[config.mk]
export PLATFORM = sky130hd
export DESIGN_NAME = instr_fetch_flat
export DESIGN_NICKNAME = d
export VERILOG_FILES = /design/src/rtl/instr_fetch_if.sv /design/src/rtl/instr_fetch.sv /design/src/flat_wrapper.sv
export SDC_FILE = /design/constraint.sdc
export NUM_CORES = 1
export LEC_CHECK = 0
export ABC_CLOCK_PERIOD_IN_PS = 2400
export CORE_MARGIN = 5
export CORE_UTILIZATION = 35
export CTS_CLUSTER_SIZE = 25
export DETAILED_ROUTE_END_ITERATION = 8
export PLACE_DENSITY = 0.69
export SYNTH_ARGS = -nofsm -noshare
export SYNTH_HDL_FRONTEND = slang
export SYNTH_SLANG_ARGS = --single-unit
[constraint.sdc]
create_clock -name clk -period 2.4 [get_ports clk]
set_input_delay 0.48 -clock clk [delete_from_list [all_inputs] [get_ports clk]]
set_output_delay 0.48 -clock clk [all_outputs]
set_load 0.01 [all_outputs]
[src/rtl/instr_fetch_if.sv]
// Instruction-memory request/response bus between the fetch stage (master) and
// the instruction memory (slave).
interface instr_fetch_if #(
  parameter int WIDTH = 32
);
  // Handshake: one outstanding request. Req and Addr stay constant from the cycle
  // Req rises until the edge where Rvalid is sampled high. Rdata is valid only with
  // Rvalid, and Rvalid may be high in the very first cycle of a request.
  logic             Imem_Req_o;
  logic [WIDTH-1:0] Imem_Addr_o;
  logic             Imem_Rvalid_i;
  logic [WIDTH-1:0] Imem_Rdata_i;

  modport master (
    output Imem_Req_o,
    output Imem_Addr_o,
    input  Imem_Rvalid_i,
    input  Imem_Rdata_i
  );

  modport slave (
    input  Imem_Req_o,
    input  Imem_Addr_o,
    output Imem_Rvalid_i,
    output Imem_Rdata_i
  );
endinterface

[src/rtl/instr_fetch.sv]
// RV32I fetch stage: owns PCF, runs the instruction-memory handshake and loads the
// IF/ID register, absorbing decode stalls and execute redirects.
module instr_fetch #(
  parameter int               WIDTH    = 32,
  parameter logic [WIDTH-1:0] RESET_PC = '0
) (
  input  logic              clk,
  input  logic              rst_n,
  input  logic [WIDTH-1:0]  PC_Next_i,
  input  logic              Redirect_i,
  input  logic              Stall_i,
  output logic [WIDTH-1:0]  PC_o,
  instr_fetch_if.master     imem,
  output logic [WIDTH-1:0]  Instr_D_o,
  output logic [WIDTH-1:0]  PC_D_o,
  output logic [WIDTH-1:0]  PC_Plus4_D_o,
  output logic              Valid_D_o,
  output logic [1:0]        dbg_state
);

  typedef enum logic [1:0] {
    BOOT    = 2'd0,
    FETCH   = 2'd1,
    HOLD    = 2'd2,
    DISCARD = 2'd3
  } state_t;

  state_t           state;
  logic             req_q;
  logic [WIDTH-1:0] pcf;
  logic [WIDTH-1:0] fb_instr;
  logic [WIDTH-1:0] fb_pc;
  logic [WIDTH-1:0] tgt;

  assign PC_o             = pcf;
  assign imem.Imem_Addr_o = pcf;
  assign imem.Imem_Req_o  = req_q;
  assign dbg_state        = state;

  always_ff @(posedge clk or negedge rst_n) begin
    if (!rst_n) begin
      state        <= BOOT;
      req_q        <= 1'b0;
      pcf          <= RESET_PC;
      fb_instr     <= '0;
      fb_pc        <= '0;
      tgt          <= '0;
      Instr_D_o    <= '0;
      PC_D_o       <= '0;
      PC_Plus4_D_o <= '0;
      Valid_D_o    <= 1'b0;
    end else begin
      // IF/ID default: flush on redirect, hold on stall, otherwise bubble unless a
      // state branch below writes an instruction (later assignment wins).
      if (Redirect_i || !Stall_i) begin
        Valid_D_o <= 1'b0;
      end

      case (state)
        BOOT: begin
          state <= FETCH;
          req_q <= 1'b1;
        end

        FETCH: begin
          if (imem.Imem_Rvalid_i) begin
            if (Redirect_i) begin
              pcf <= PC_Next_i;
            end else if (!Stall_i) begin
              Instr_D_o    <= imem.Imem_Rdata_i;
              PC_D_o       <= pcf;
              PC_Plus4_D_o <= pcf + WIDTH'(4);
              Valid_D_o    <= 1'b1;
              pcf          <= PC_Next_i;
            end else begin
              fb_instr <= imem.Imem_Rdata_i;
              fb_pc    <= pcf;
              state    <= HOLD;
              req_q    <= 1'b0;
            end
          end else if (Redirect_i) begin
            // Request cannot be withdrawn: remember the target and wait it out.
            tgt   <= PC_Next_i;
            state <= DISCARD;
          end
        end

        HOLD: begin
          if (Redirect_i) begin
            pcf   <= PC_Next_i;
            state <= FETCH;
            req_q <= 1'b1;
          end else if (!Stall_i) begin
            Instr_D_o    <= fb_instr;
            PC_D_o       <= fb_pc;
            PC_Plus4_D_o <= fb_pc + WIDTH'(4);
            Valid_D_o    <= 1'b1;
            pcf          <= PC_Next_i;
            state        <= FETCH;
            req_q        <= 1'b1;
          end
        end

        DISCARD: begin
          if (Redirect_i) begin
            tgt <= PC_Next_i;
          end
          if (imem.Imem_Rvalid_i) begin
            pcf   <= Redirect_i ? PC_Next_i : tgt;
            state <= FETCH;
          end
        end

        default: begin
          state <= BOOT;
          req_q <= 1'b0;
        end
      endcase
    end
  end

endmodule

[src/flat_wrapper.sv]
// flat-port wrapper written by rule: the top's interface ports become plain ports
module instr_fetch_flat 
#(
  parameter int               WIDTH    = 32,
  parameter logic [WIDTH-1:0] RESET_PC = '0
)
  (clk, rst_n, PC_Next_i, Redirect_i, Stall_i, PC_o, Instr_D_o, PC_D_o, PC_Plus4_D_o, Valid_D_o, dbg_state, imem_Imem_Req_o, imem_Imem_Addr_o, imem_Imem_Rvalid_i, imem_Imem_Rdata_i);
  instr_fetch_if #(.WIDTH(WIDTH)) imem_i ();
  input  logic clk;
  input  logic rst_n;
  input  logic [WIDTH-1:0] PC_Next_i;
  input  logic Redirect_i;
  input  logic Stall_i;
  output logic [WIDTH-1:0] PC_o;
  output logic [WIDTH-1:0] Instr_D_o;
  output logic [WIDTH-1:0] PC_D_o;
  output logic [WIDTH-1:0] PC_Plus4_D_o;
  output logic Valid_D_o;
  output logic [1:0] dbg_state;
  output wire logic [$bits(imem_i.Imem_Req_o)-1:0] imem_Imem_Req_o;
  output wire logic [$bits(imem_i.Imem_Addr_o)-1:0] imem_Imem_Addr_o;
  input wire logic [$bits(imem_i.Imem_Rvalid_i)-1:0] imem_Imem_Rvalid_i;
  input wire logic [$bits(imem_i.Imem_Rdata_i)-1:0] imem_Imem_Rdata_i;
  assign imem_Imem_Req_o = imem_i.Imem_Req_o;
  assign imem_Imem_Addr_o = imem_i.Imem_Addr_o;
  assign imem_i.Imem_Rvalid_i = imem_Imem_Rvalid_i;
  assign imem_i.Imem_Rdata_i = imem_Imem_Rdata_i;
  instr_fetch #(.WIDTH(WIDTH), .RESET_PC(RESET_PC)) u_core (.clk(clk), .rst_n(rst_n), .PC_Next_i(PC_Next_i), .Redirect_i(Redirect_i), .Stall_i(Stall_i), .PC_o(PC_o), .imem(imem_i), .Instr_D_o(Instr_D_o), .PC_D_o(PC_D_o), .PC_Plus4_D_o(PC_Plus4_D_o), .Valid_D_o(Valid_D_o), .dbg_state(dbg_state));
endmodule
==> results.txt, run 1 <==
- Run status: completed
- In this run the deepest clock path goes through 3 buffers.
- The detailed router finished its first iteration with 366 violations.
* Count of input and output buffers: 232
* Y dimension of the die: 184.1 µm
- Crit-path max FO: 30
- Leak: 6.273 nW
* Path class of the lowest-slack min-delay path: input port to asynchronous set/reset pin
- Terminus of the critical flop-to-flop path: u_core.PC_Plus4_D_o[27]
- Worst EP required: 2.81 ns
- By startpoint and endpoint, the worst setup path is classified as register to register.
- Count of distinct cell types in the synthesized netlist: 53
- The initial utilization of the core area, before any placement, comes to 35.61%.
- For the pin with the worst max-slew slack, the measured transition is 0.6877 ns.
- In the final timing run, aggregate negative setup slack is 0 ns.
- Ordered cell list for the critical path: ha_4 > buf_12 > nand3b_1 > a22oi_2 > nand4_2 > buf_4 > o21a_1 > o31ai_1
- Remaining max-slew budget at the tightest pin: 54.16%
- Sequential elements use 53.30% of the synthesized area.
* Ratio of total power to cell area: 1389 nW/µm²
- At the end of routability-driven placement, the weighted congestion stood at 0.8547.
- Cell Area, Synth: 10610 µm²
- Number of iterations in the first detailed-routing pass: 4
* Commonest cells in the netlist: 226 x sky130_fd_sc_hd__dfrtp_1, 117 x sky130_fd_sc_hd__nand2_1, 105 x sky130_fd_sc_hd__mux2_2
- Setup violations remaining at the end of the flow were counted as 0.
* Sequential share of power: 35.7%
- Measured on the finished design, the core utilization comes to 48.69%.
- TritonCTS built the clock tree.
- The detailed router placed 7871 vias in this run.
- Average size of a mapped cell: 11.20 µm²
- Setup repair after global routing missed its margin: yes
- R2R Setup Slk: 0.06 ns
- Number of nets in the synthesized netlist: 1021
- The number of global-route vias before repair is 7784.
- Per-cell routed wire length: 17.44 µm
* Max_cap viols: 0
- Entering global routing, the biggest net connects 73 pins.
* Total count of hold-check failures in the final report: 0
- Portion of total power attributed to the clock network: 19.3%
* Delay contributed by the slowest stage of the critical path: 0.45 ns
* Biggest area consumer among synthesized cells: sky130_fd_sc_hd__dfrtp_1
- Global routing consumed, over all layers together, 16.08% of the routing resources.
- Number of vias per cell: 4.935
- Placed standard-cell area: 13560 µm²
- Timing would allow up to 0.4280 GHz.
* Final Cycle Share: 97.35%
- Count leader, synth: sky130_fd_sc_hd__dfrtp_1
- Number of placed I/O pins: 233
- Area share of the largest cell type after synthesis: 53.30%
- Counting flops with a built-in enable in the synthesized netlist gives 0.
- PnR Total Power: 20.15 mW
- Summed over all nets, the switching power comes to 7.186 mW.
- Clock buffers created by TritonCTS: 26
- Post-route minimum period: 2.336 ns
- Remaining global-route overflow: 0
* Layout fillers: 2741
- In this run the number of H-tree levels came out at 1.
* Cell with the largest stage delay on the worst path: sky130_fd_sc_hd__dfrtp_2
- Summed area of non-filler cells in the final layout: 14510 µm²
* Launch point of the worst path: u_core.dbg_state[1]
- The first global-routing pass estimated 44250 µm of wire.
- Length in cells of the worst reg-to-reg path: 8
- Placed wire-length estimate after detailed placement: 20570 µm
* Number of warnings issued by yosys: 0
- Last element of the critical path: u_core.PC_Plus4_D_o[27]
- Antenna violations before repair: 0
- Post-detailed-route count of antenna-violating nets: 0
* Register clock-pin slew on the reported worst setup and hold paths: 0.06 ns
- STA classifies the critical path startpoint as a register.
- In this run, the combinational gates consume 45.0% of the power.
* Seq. cell area: 5657 µm²
- For the final database, setup skew stands at 0.01870 ns.
- Antenna diode instance count: 0
- Wires add up to 27810 µm.
* Number of clock sinks seen by CTS: 226
- Share of layout cells above drive strength 1: 19.92%
* Final hold slack: 0.4754 ns
- Multi-input logic area: 4496 µm²
- Clock tree root driver cell: sky130_fd_sc_hd__clkbuf_16
* Cell row count: 63
- In this run switching power makes up 35.66% of total power.
* Area of the core region: 29800 µm²
- Chip width: 184.1 µm
- In this run, synthesis produced a sequential element count of 226.
* Startpoint of the worst-slack reg-to-reg timing path: u_core.dbg_state[1]
- Synth top area cells: sky130_fd_sc_hd__dfrtp_1 53%, sky130_fd_sc_hd__mux2_2 11%, sky130_fd_sc_hd__mux2i_1 8.6%, sky130_fd_sc_hd__nand2_1 4.1%, sky130_fd_sc_hd__o21ai_0 3.5%
- Peak VDD IR: 0.7636 mV
- Predominant post-synthesis flop cell: sky130_fd_sc_hd__dfrtp_1
- Cell Int Power: 12.96 mW
- Nets: 1260
* CP Data Arrival Time: 2.74 ns
- Element type at the critical path end: register
- Number of pins with negative max-slew slack in the final report: 0
- Fraction of registers with async set/reset: 100.0%
* Insertion delay of the later-clocked pin in the worst-skew pair: 0.53 ns
- Synthesis handed over a netlist of 947 instances.
- Area overhead of the layout relative to synthesis: 36.72%
- Full die area: 33900 µm²
* Remaining design rule violation count: 0
[critical path: cells and delay by family, from the launching register on]
family | cells | cell delay (ns)
AND/OR/NAND/NOR | 2 | 0.50
AO/OA/AOI/OAI | 3 | 0.70
adder cells (fa/ha/maj) | 1 | 0.20
flip-flops | 1 | 0.45
buffers and inverters | 2 | 0.36
[cells by family after synthesis]
logic type | after synthesis | share of synthesized area [%]
compound gates | 172 | 9.682
xor+xnor | 15 | 1.238
fa+ha+maj | 5 | 0.5896
buf+inv | 96 | 5.118
flops | 226 | 53.30
mux | 196 | 19.73
simple gates | 237 | 10.34
[cells in the final DEF (no fill, tap or decap), types with 7 or more instances in the layout]
master / n
sky130_fd_sc_hd__nand3b_1: 10
sky130_fd_sc_hd__dfrtp_1: 225
sky130_fd_sc_hd__nor2_1: 48
sky130_fd_sc_hd__clkdlybuf4s50_1: 231
sky130_fd_sc_hd__mux2_2: 105
sky130_fd_sc_hd__buf_12: 11
sky130_fd_sc_hd__a21oi_1: 44
sky130_fd_sc_hd__o31ai_1: 7
sky130_fd_sc_hd__nand3_1: 21
sky130_fd_sc_hd__clkbuf_16: 27
sky130_fd_sc_hd__xnor2_1: 13
sky130_fd_sc_hd__buf_4: 56
sky130_fd_sc_hd__o21ai_0: 74
sky130_fd_sc_hd__mux2i_1: 89
sky130_fd_sc_hd__nand2_1: 116
[power groups by stage]
stage	registers, mW	clock network (mW)	logic (mW)
final	7.19	3.89	9.07
after global routing	7.50	4.17	9.85
after CTS	7.20	4.01	9.12
after detailed placement	7.26	0	9.07
after global placement	7.17	0	8.95
after floorplan	7.35	0	4.44
[registers in the layout, indices dropped and copies added, names as in the netlist, 2 cells and up]
name                 cells
u_core.PC_D_o           30
u_core.Instr_D_o        32
u_core.dbg_state         2
u_core.PC_Plus4_D_o     32
u_core.tgt              32
u_core.PC_o             32
u_core.fb_pc            32
u_core.fb_instr         32
[repair_timing]
item	4_1_cts	5_1_grt
setup endpoints to repair	1	17
pin swaps	0	7
endpoints found under the hold margin	48	0
setup buffers	0	6
hold buffers	1	0
gates resized for setup	1	9
[how the worst min path moves through the flow]
stage	startpoint	endpoint	slack [ns]	cells after the start
floorplan	rst_n	u_core.Instr_D_o[0]	0.18	0
finish	rst_n	u_core.PC_o[0]	0.48	2
detailed placement	rst_n	u_core.tgt[1]	0.44	1
global placement	rst_n	u_core.tgt[1]	0.44	1
CTS	rst_n	u_core.PC_o[0]	0.47	2
global route	u_core.PC_D_o[31]	u_core.PC_D_o[31]	0.51	1
[final cells by class]
class                           count  share of cell area [%]
Clock inverter                     11                  0.6555
Multi-Input combinational cell    625                   30.99
Inverter                            6                  0.1553
Sequential cell                   226                   38.99
Clock buffer                       36                   5.235
Timing Repair Buffer              301                   20.61
Tap cell                          390                   3.364
[metal layers]
metal / wire length [µm] / track usage, %
met1: 13590 / 23.97
met2: 12310 / 24.60
met3: 1235 / 2.526
met4: 677 / 4.052
met5: 0 / 0
[metrics by stage]
stage / setup slack [ns] / std cells
5_1_grt: -0.01999 / 1595
3_5_place_dp: -0.001332 / 1541
6_report: 0.06361 / 1595
4_1_cts: 0.0007763 / 1589
3_3_place_gp: -0.005370 / 1541
2_1_floorplan: 0.09614 / 947
No activity file was read; power rests on OpenSTA's default activity.
==> run 2: changes to the inputs <==
--- a/config.mk
+++ b/config.mk
@@ -13,2 +13,3 @@
 export PLACE_DENSITY = 0.69
+export SLEW_MARGIN = 20
 export SYNTH_ARGS = -nofsm -noshare
--- a/constraint.sdc
+++ b/constraint.sdc
@@ -3,2 +3,2 @@
 set_output_delay 0.48 -clock clk [all_outputs]
-set_load 0.01 [all_outputs]
+set_load 0.005 [all_outputs]
==> run 2 against run 1 <==
  * Sequential share of layout area down 0.20 points
  * Cell count up 0.38%
  * Critical path depth unchanged
  * Clock skew down 0.0094 ns
  * Via count about the same
  * Flip-flop and latch count unchanged
  * Die area unchanged
  * Clock-buffer cell count up 7
==> results.txt, run 2 (synthesis gave the netlist of run 1 again) <==
* Combined global-route utilization of all metal layers: 16.20%
* Clock tree root driver cell: sky130_fd_sc_hd__clkbuf_16
- Insertion delay of the later-clocked pin in the worst-skew pair: 0.52 ns
* Layout fillers: 2709
- Remaining max-slew budget at the tightest pin: 55.76%
- Vias after detailed routing: 7870
- Post-detailed-route count of antenna-violating nets: 0
- Dividing the detail-routed via count by the number of cells gives 4.916.
* Clock buffers created by TritonCTS: 26
- Number of buffer and inverter stages on the critical path: 2
- First-pass GRT wire length: 44730 µm
- CP Data Arrival Time: 2.75 ns
- Antenna violations before repair: 0
* Length in cells of the worst reg-to-reg path: 8
- The min-delay analysis places its worst path in the category register to register.
- TritonCTS built the clock tree.
- The post-route netlist has 19.41% of its cells at a drive strength greater than 1.
- Number of global-route vias before repair: 7873
- Max Buffers Root-to-Sink: 3
- R2R Setup Slk: 0.06 ns
- The final layout contains routed wiring with a total length of 28430 µm.
- In the final timing run, aggregate negative setup slack is 0 ns.
- For this run, the post-layout net count is 1266.
- In this run the worst path has a maximum fanout of 11.
- Remaining global-route overflow: 0
- Cell with the largest stage delay on the worst path: sky130_fd_sc_hd__dfrtp_2
* Cell row count: 63
- Element type at the critical path end: register
- Cell type group with the largest total delay on the critical path: compound AO/OA/AOI/OAI gates
- Antenna diode instance count: 0
- The final number of max-transition violations was 0.
- For the worst setup path, the data required time is 2.81 ns.
- Setup violations remaining at the end of the flow were counted as 0.
* Count of input and output buffers: 232
* Final Cycle Share: 97.43%
* Clock skew after layout: 0.009294 ns
- Entering global routing, the biggest net connects 76 pins.
- The worst setup path is launched from a register.
- Slew @ Worst Pin: 0.6636 ns
- Startpoint-to-endpoint class of the critical path: register to register
- Ratio of total power to cell area: 1360 nW/µm²
* Post-route minimum period: 2.338 ns
- The initial utilization of the core area, before any placement, comes to 35.61%.
- Commonest cells after routing, fill and taps aside: 231 x sky130_fd_sc_hd__clkdlybuf4s50_1, 225 x sky130_fd_sc_hd__dfrtp_1, 116 x sky130_fd_sc_hd__nand2_1
- Utilization after layout: 48.94%
- Number of placed I/O pins: 233
* Final weighted congestion of routability-driven global placement: 0.8305
- Remaining design rule violation count: 0
- Area of the core region: 29800 µm²
- The tree built by TritonCTS fans out to 226 sinks.
- Before CTS, the worst setup slack after placement is 0.04781 ns.
- Number of iterations in the first detailed-routing pass: 5
- Depth of the CTS H-tree: 1
- Final hold slack: 0.4773 ns
- Area overhead of the layout relative to synthesis: 37.43%
- Delay contributed by the slowest stage of the critical path: 0.45 ns
- Traced cell by cell, the critical path runs through ha_4 > buf_6 > nand3b_1 > a211oi_4 > buf_12 > and4_1 > a21oi_1 > o31ai_1.
- In the final routed layout, each cell accounts on average for 17.76 µm.
* Chip width: 184.1 µm
- Total count of hold-check failures in the final report: 0
* Top achievable clock speed: 0.4276 GHz
- Register clock-pin slew on the reported worst setup and hold paths: 0.06 ns
* Max_cap viols: 0
* Peak VDD IR: 0.6662 mV
- Number of DRC violations after detailed-routing iteration 0: 434
- Worst path setup slack after routing: 0.06162 ns
* Cell depth of the worst setup path: 8
- The floorplan step defined a die boundary enclosing 33900 µm².
* Run status: completed
- Worst hold path depth: 2
- Leak: 6.311 nW
- The floorplan step set the die height to 184.1 µm.
* Most common cell after layout, fill and taps aside: sky130_fd_sc_hd__clkdlybuf4s50_1
* Placed wire-length estimate after detailed placement: 20560 µm
run 2: cell types whose count changed in the layout (fill, tap and decap cells not counted), sizes merged:
cell | previous run | this run
inv | 7 | 6
buf | 69 | 74
clkbuf | 36 | 44
clkinv | 6 | 1
clkinvlp | 3 | 2
run 2: worst register-to-register path: cells and delay by family (launching register included):
kind | cells | cell delay (ns)
AOI/OAI and AO/OA | 3 | 0.69
and+or+nand+nor | 2 | 0.56
DFF | 1 | 0.45
buffers and inverters | 2 | 0.33
adders and majority gates | 1 | 0.22
run 2: power breakdown:
part           leakage [nW]  internal (mW)  switching (mW)
Clock                 0.406           2.35            1.52
Combinational          3.20           5.03            3.79
Sequential             2.71           5.70            1.43
Total                  6.31           13.1            6.73
run 2: routing by layer:
layer,global-route usage (%),part of all wire (%),vias to the layer above
li1,-,-,3823
met1,24.36,49,3784
met2,24.40,44,216
met3,2.309,4.4,47
met4,4.673,3.0,0
met5,0,0,-
run 2: cell type report:
| type | instances | area [µm²] | area share, % |
|---|---|---|---|
| sequential | 226 | 5657 | 38.79 |
| multi-input combinational | 625 | 4501 | 30.86 |
| timing repair buffer | 307 | 3068 | 21.04 |
| clock buffer | 43 | 795.8 | 5.457 |
| tap | 390 | 488.0 | 3.346 |
| clock inverter | 4 | 50.05 | 0.3432 |
| inverter | 6 | 22.52 | 0.1545 |
run 2: what timing repair did:
| action | in CTS | in global routing |
|---|---|---|
| buffers inserted | 0 | 12 |
| setup endpoints to repair | 0 | 9 |
| gates resized for setup | 0 | 10 |
| hold buffers | 1 | 0 |
| hold endpoints to repair | 64 | 0 |
run 2: final timing paths:
kind                                      start                       to
max                         u_core.dbg_state[1]  u_core.PC_Plus4_D_o[28]
min                        u_core.Instr_D_o[11]     u_core.Instr_D_o[11]
max reg2reg                 u_core.dbg_state[1]  u_core.PC_Plus4_D_o[28]
min reg2reg                u_core.Instr_D_o[11]     u_core.Instr_D_o[11]
max in group asynchronous                 rst_n      u_core.fb_instr[10]
min in group asynchronous                 rst_n           u_core.PC_o[1]
run 2: per-stage QoR:
step           area, µm²  total power [mW]  instances
3_5_place_dp       13550             15.86       1540
4_1_cts            14410             19.86       1588
5_1_grt            14580             21.21       1601
3_3_place_gp       13550             15.64       1540
6_report           14580             19.83       1601
2_1_floorplan      10610             11.27        947
==> run 3: changes to the inputs <==
- TNS_END_PERCENT: unset -> 5
==> results of run 3 <==
The final DEF is identical to that of run 2; final timing and power are the same.
